$ cat src/rtl/fetch_ctrl.sv
// Instruction fetch sequencer: owns the fetch PC, issues one outstanding imem request at a time,
// and hands fetched instructions to ID while honouring EX redirects and a response timeout.
module fetch_ctrl #(
    parameter logic [31:0] RESET_PC = 32'h8000_0000,
    parameter int unsigned TIMEOUT  = 64
) (
    input  logic        clk,
    input  logic        rst,
    input  logic        ex_redirect_valid,
    input  logic [31:0] ex_redirect_pc,
    output logic        imem_req_valid,
    input  logic        imem_req_ready,
    output logic [31:0] imem_req_addr,
    input  logic        imem_rsp_valid,
    input  logic [31:0] imem_rsp_data,
    output logic        id_valid,
    input  logic        id_ready,
    output logic [31:0] id_pc,
    output logic [31:0] id_inst,
    output logic        fetch_err
);

    localparam int unsigned CntW = $clog2(TIMEOUT + 1);

    typedef enum logic [2:0] {StBoot, StReq, StWait, StFlush, StHold} state_e;

    state_e            state_q, state_d;
    logic [31:0]       pc_q, pc_d;
    logic [31:0]       id_pc_q, id_pc_d;
    logic [31:0]       id_inst_q, id_inst_d;
    logic [CntW-1:0]   cnt_q, cnt_d;
    logic              err_q, err_d;
    logic [CntW-1:0]   cnt_inc;
    logic [31:0]       redir_pc;
    logic              redir;
    logic              unused_redir_bits;

    assign redir             = ex_redirect_valid;
    assign redir_pc          = {ex_redirect_pc[31:2], 2'b00};
    assign unused_redir_bits = ^ex_redirect_pc[1:0];
    assign cnt_inc           = (cnt_q == CntW'(TIMEOUT)) ? cnt_q : cnt_q + CntW'(1);

    always_comb begin
        state_d        = state_q;
        pc_d           = pc_q;
        id_pc_d        = id_pc_q;
        id_inst_d      = id_inst_q;
        cnt_d          = cnt_q;
        err_d          = err_q;
        imem_req_valid = 1'b0;
        id_valid       = 1'b0;

        unique case (state_q)
            StBoot: begin
                if (redir) pc_d = redir_pc;
                state_d = StReq;
            end
            StReq: begin
                // Gated combinationally so a request never goes out to a PC about to be replaced.
                imem_req_valid = !redir;
                if (redir) begin
                    pc_d = redir_pc;
                end else if (imem_req_ready) begin
                    state_d = StWait;
                    cnt_d   = '0;
                end
            end
            StWait: begin
                if (imem_rsp_valid) begin
                    if (redir) begin
                        pc_d    = redir_pc;
                        state_d = StReq;
                    end else begin
                        id_inst_d = imem_rsp_data;
                        id_pc_d   = pc_q;
                        pc_d      = pc_q + 32'd4;
                        state_d   = StHold;
                    end
                end else begin
                    cnt_d = cnt_inc;
                    if (redir) begin
                        pc_d    = redir_pc;
                        state_d = StFlush;
                    end
                end
            end
            StFlush: begin
                // The killed response is still owed; swallow it before issuing to the new PC.
                if (redir) pc_d = redir_pc;
                if (imem_rsp_valid) begin
                    state_d = StReq;
                end else begin
                    cnt_d = cnt_inc;
                end
            end
            StHold: begin
                id_valid = !redir;
                if (redir) begin
                    pc_d    = redir_pc;
                    state_d = StReq;
                end else if (id_ready) begin
                    state_d = StReq;
                end
            end
            default: state_d = StBoot;
        endcase

        if ((state_q == StWait || state_q == StFlush) && cnt_q == CntW'(TIMEOUT - 1)) begin
            err_d = 1'b1;
        end
    end

    always_ff @(posedge clk or negedge rst) begin
        if (!rst) begin
            state_q   <= StBoot;
            pc_q      <= RESET_PC;
            id_pc_q   <= RESET_PC;
            id_inst_q <= '0;
            cnt_q     <= '0;
            err_q     <= 1'b0;
        end else begin
            state_q   <= state_d;
            pc_q      <= pc_d;
            id_pc_q   <= id_pc_d;
            id_inst_q <= id_inst_d;
            cnt_q     <= cnt_d;
            err_q     <= err_d;
        end
    end

    assign imem_req_addr = pc_q;
    assign id_pc         = id_pc_q;
    assign id_inst       = id_inst_q;
    assign fetch_err     = err_q;

endmodule

$ cat config.mk
export PLATFORM = sky130hd
export DESIGN_NAME = fetch_ctrl
export DESIGN_NICKNAME = d
export VERILOG_FILES = /design/src/rtl/fetch_ctrl.sv
export SDC_FILE = /design/constraint.sdc
export NUM_CORES = 1
export LEC_CHECK = 0
export CORE_ASPECT_RATIO = 1.25
export CORE_MARGIN = 4
export CORE_UTILIZATION = 42
export DETAILED_ROUTE_END_ITERATION = 10
export HOLD_SLACK_MARGIN = 0.06
export PLACE_DENSITY = 0.77
export SLEW_MARGIN = 20
export SYNTH_ARGS = -nofsm -noshare
export SYNTH_HDL_FRONTEND = slang
export SYNTH_SLANG_ARGS = --single-unit
$ cat constraint.sdc
create_clock -name clk -period 1.83 [get_ports clk]
set_input_delay 0.366 -clock clk [delete_from_list [all_inputs] [get_ports clk]]
set_output_delay 0.366 -clock clk [all_outputs]
set_load 0.05 [all_outputs]
# Word level (Yosys, flattened, before mapping)
# Cells that the tools add are included.
# W data, S select, Z words.
# totals
reg_bits	107
word_cells	53
mem_bits_ro	0
latch_bits	0
in_bits	70
mem_bits_rw	0
memories	0
# op_classes
n_shift	0
reduce_logical	11
n_eq_ne	13
add_sub_neg	2
n_mux	20
mul	0
n_div	0
n_bitwise	1
order_cmp	0
# op_table
op	count
$mux W32	3
$pmux W32 S2	1
$add A32 B3 Y32 const B	1
$mux W7	4
$mux W3	8
$pmux W3 S5	1
$pmux W7 S2	1
$ne A2 B2 Y1 const B	5
$reduce_and A5 Y1	2
$add A7 B1 Y7 const B	1
$eq A7 B6 Y1 const B	1
$eq A7 B7 Y1 const B	1
$eq A3 B2 Y1 const B	2
$ne A3 B3 Y1 const B	2
$reduce_bool A2 Y1	2
$reduce_or A4 Y1	1
$eq A3 B1 Y1 const B	1
$eq A3 B3 Y1 const B	1
$logic_not A3 Y1	1
$reduce_and A3 Y1	1
$mux W1	2
$reduce_or A2 Y1	1
$logic_and A1 B1 Y1	1
$logic_not A1 Y1	1
other kinds (2)	2

# Longest topological paths before layout
# depth
depth_word	4
ltp_mapped	8
ltp_nobuf	6

# Least setup slack after synthesis
# Ideal clock, no wire load.
# synth_path
kind	register -> register
start	register state_q[1]
end	register state_q[0]
t_arrival_ns	2.864
setup_slack_ns	-1.162
required_time_ns	1.702
setup_ns	0.128
path_stages_with_launch	7
path_buffers	1
period_less_slack_ns	2.992
path_cell_list	dfrtp_1 buf_2 nor4b_1 nand2b_1 o21ai_0 mux2i_1 a21oi_1
# synth_via
elab_chain_cells	3
# synth_lines
element	line_no	rtl
start, declared	27	state_e state_q, state_d;
start signal, assigned	115	state_q <= StBoot;
start signal, assigned	122	state_q <= state_d;
$eq A3 B3 Y1 (tied with other cells)	53	unique case (state_q)
$ne A3 B3 Y1 (no line) / $ne A2 B2 Y1 (equally long branches)	--	
$reduce_and A5 Y1 (no line)	--	
# Parallel ways exist; a longest one is shown, timed or not.
# A chain may end at the register's enable or synchronous reset.

# Worst setup path in the final report
# layout_path
start	register pc_q[3] (netlist: imem_req_addr[3])
end	register pc_q[23] (netlist: imem_req_addr[23])
# layout_via
elab_chain_cells	4
# layout_lines
element	line_no	rtl
start, declared	28	logic [31:0] pc_q, pc_d;
start signal, assigned	123	pc_q <= pc_d;
$add A32 B3 Y32	76	pc_d = pc_q + 32'd4;
$mux W32	70	if (redir) begin
$mux W32	69	if (imem_rsp_valid) begin
$pmux W32 S2	53	
# No other way between the ends.

==> impl_metrics.yaml <==
finish:
  postLayoutCellArea_mm2: 0.00785
  final_cell_mix: "nand2_1 (212), buf_4 (176), dfrtp_1 (83), clkdlybuf4s50_1 (65), nand3_1 (24)"
  syn2layout_area_growth_pct: 55.0
  diodes: 0
  drive_above_1_share_pct: 32.1
  final_nets: 885
  final_common_cell: "nand2_1"
critical_path:
  slowest_stage: "or4_4"
  slowest_delay_ps: 480
  crit_chain: "nand4_1 -> nor4_4 -> buf_4 -> nand2_4 -> or4_4 -> nand3_1"
  critPathKind: "flop to flop"
  critPathArrivalTime_ps: 2180
  cp_max_fo: 4
  cp-end-kind: "flop"
  cp.required_ps: 2110
  startpoint_type: "flop"
  critPathTopFamily: "simple AND/OR/NAND/NOR gates"
  crit_buf_inv: 1
clock_tree:
  cts_tree: "built"
  clk_pin_slew_worst_paths_ps: 80
  cts.sinks: 107
  clock_latency_ps: 350
  ctsRootBufferMaster: "clkbuf_16"
  clk_path_buf_depth: 2
  cts_buffers: 9
  htreeDepth: 3
floorplanning:
  fp.dieH_um: 131
  rows: 44
  dieWidth_um: 106
  pin_count: 169
  die_area_mm2: 0.0139
  start_util_pct: 43.2
  core_mm2: 0.0117
timing:
  slew_headroom_pct: 71.6
  finalWorstPathRequiredPeriod_ps: 1900
  finalWorstSetupSlack_ps: -65.3
  fin_crit_sh_pct: 104
  final-hold-violation-count: 0
  fin_worst_skew_ps: 12.3
  tns_ps: -179
  whs_ps: 349
  tightest_slew_ps: 422
  drv_slew: 0
  rsz0062_at_grt: "yes"
  fmax_ghz: 0.528
  setup_viol: 5
global_routing:
  grt_max_degree: 67
  antenna_found_initial: 0
  grt_use_total_pct: 23.0
  grt_pass1_vias: 5018
  grt-ovfl-total: 0
  grt_first_pass_wirelength_um: 25300
routing:
  drc: 0
  ant_nets: 0
  wl_per_cell_um: 16.7
  routed_wl_um: 16400
  drtPass1Iterations: 4
  dr_total_vias: 5203
  drtIter0Drc: 333
  viasPerCell: 5.32
logic_synthesis:
  synth-seq-cells: 107
  ys_seq_area_share_pct: 53.0
  synth_fp_nets: 648
  yosys_warnings: 0
  avgSynthCellArea_um2: 8.80
  synth_top_area_cell: "dfrtp_1"
  synth_flop_cell: "dfrtp_1"
  synthesis.instances: 575
  syn_area_mm2: 0.00506
  synth_cell_type_count: 62
  synth_edf_count: 0
  synthArstFlopShare_pct: 100
  synth_top_area_share_pct: 51.9
  yosys-top-cells-area: "dfrtp_1 (52%), nand2_1 (16%), nand3_1 (2.4%), o21ai_0 (2.0%), a21oi_1 (1.8%)"
placed_design:
  hpwlAfterDp_um: 11700
  pre_cts_ws_ps: -466
  portBuffers: 166
  placed_area_mm2: 0.00718
  gp_congestion: 0.895
power:
  power_leakage_uw: 0.00381
  power.density_mw_per_mm2: 1540
  vdd_drop_max_v: 0.00101
min_path:
  hold_path.class: "primary input to async pin"
run_status:
  violations: "setup timing"
  run_status: "complete, but fails checks"
flow_run:
  drv_cap: 0
==> logic make-up (layout without fill, tap and decap cells) <==
logic type | after synthesis | after routing | share of synthesized area [%]
mux | 9 | 9 | 1.88
flops | 107 | 107 | 53.0
xor+xnor | 7 | 7 | 1.21
buf+inv | 44 | 286 | 3.88
fa+ha+maj | 3 | 3 | 0.742
simple gates | 320 | 320 | 28.3
compound gates | 85 | 85 | 11.1
==> sequential cells by signal (all words and copies together) (netlist names) <==
register	count
state_q	3
id_pc	32
cnt_q	7
id_inst	32
imem_req_addr	32
fetch_err	1
==> through the flow <==
step	utilization [%]	power, uW	std cells
5_1_grt	66.9	12600	978
3_5_place_dp	61.2	9730	934
4_1_cts	65.4	12000	964
6_report	66.9	12000	978
2_1_floorplan	-	7590	575
3_3_place_gp	61.2	9560	934
==> metal layers <==
layer	share of wire (%)	GRT usage (%)	vias up
met5	0	0	-
met1	39	28.6	2530
met3	6.1	4.28	32
met4	2.3	8.16	0
met2	53	40.3	196
li1	-	-	2445
==> where the power goes <==
group	total (uW)	leakage [uW]	switching (uW)	internal (uW)
Clock	2020	0.000151	905	1110
Sequential	3710	0.00132	535	3170
Combinational	6320	0.00233	4240	2080
==> what timing repair did <==
item                                   in CTS  in global routing
endpoints found under the hold margin      41                  0
gates resized for setup                    13                 20
buffers inserted                           13                 14
pin swaps                                   5                 11
setup endpoints to repair                  53                 67
gates cloned                                0                  0
hold buffers                                1                  0
==> path summary, 6_finish.rpt <==
path,from,endpoint,slack [ps],cells past startpoint
hold / removal,rst,id_pc[1]$_DFFE_PN0P_,350,2
hold reg to reg,id_pc[31]$_DFFE_PN1P_,id_pc[31]$_DFFE_PN1P_,460,2
setup reg to reg,imem_req_addr[3]$_DFFE_PN0P_,imem_req_addr[23]$_DFFE_PN0P_,-70,6
setup / recovery,imem_req_addr[3]$_DFFE_PN0P_,imem_req_addr[23]$_DFFE_PN0P_,-70,6
min in group clk,id_pc[31]$_DFFE_PN1P_,id_pc[31]$_DFFE_PN1P_,460,2
max in group asynchronous,rst,state_q[0]$_DFFE_PN0P_,910,3
==> final cells by class <==
cell class / count / area [um2]
timing repair buffer: 259 / 2240
multi-input combinational: 424 / 2340
inverter: 11 / 41.3
clock inverter: 6 / 76.3
sequential: 107 / 2710
fill: 947 / 3880
clock buffer: 10 / 239
tap: 161 / 201
==> worst reg2reg max path, cell delays in order, from the launching register on <==
cell and delay (ps):
dfrtp_2 420, nand4_1 250, nor4_4 330, buf_4 190, nand2_4 50, or4_4 480
nand3_1 90
==> synthesized netlist by cell type (all sizes together) (8+ instances only) <==
cell	instances
mux2i	8
dfrtp	105
buf	20
inv	11
nand3	25
o21ai	20
nand2	215
nor3	12
clkbuf	13
a21oi	18
o22ai	10
nand4	13
nor2	22
No activity file was read; power rests on OpenSTA's default activity.
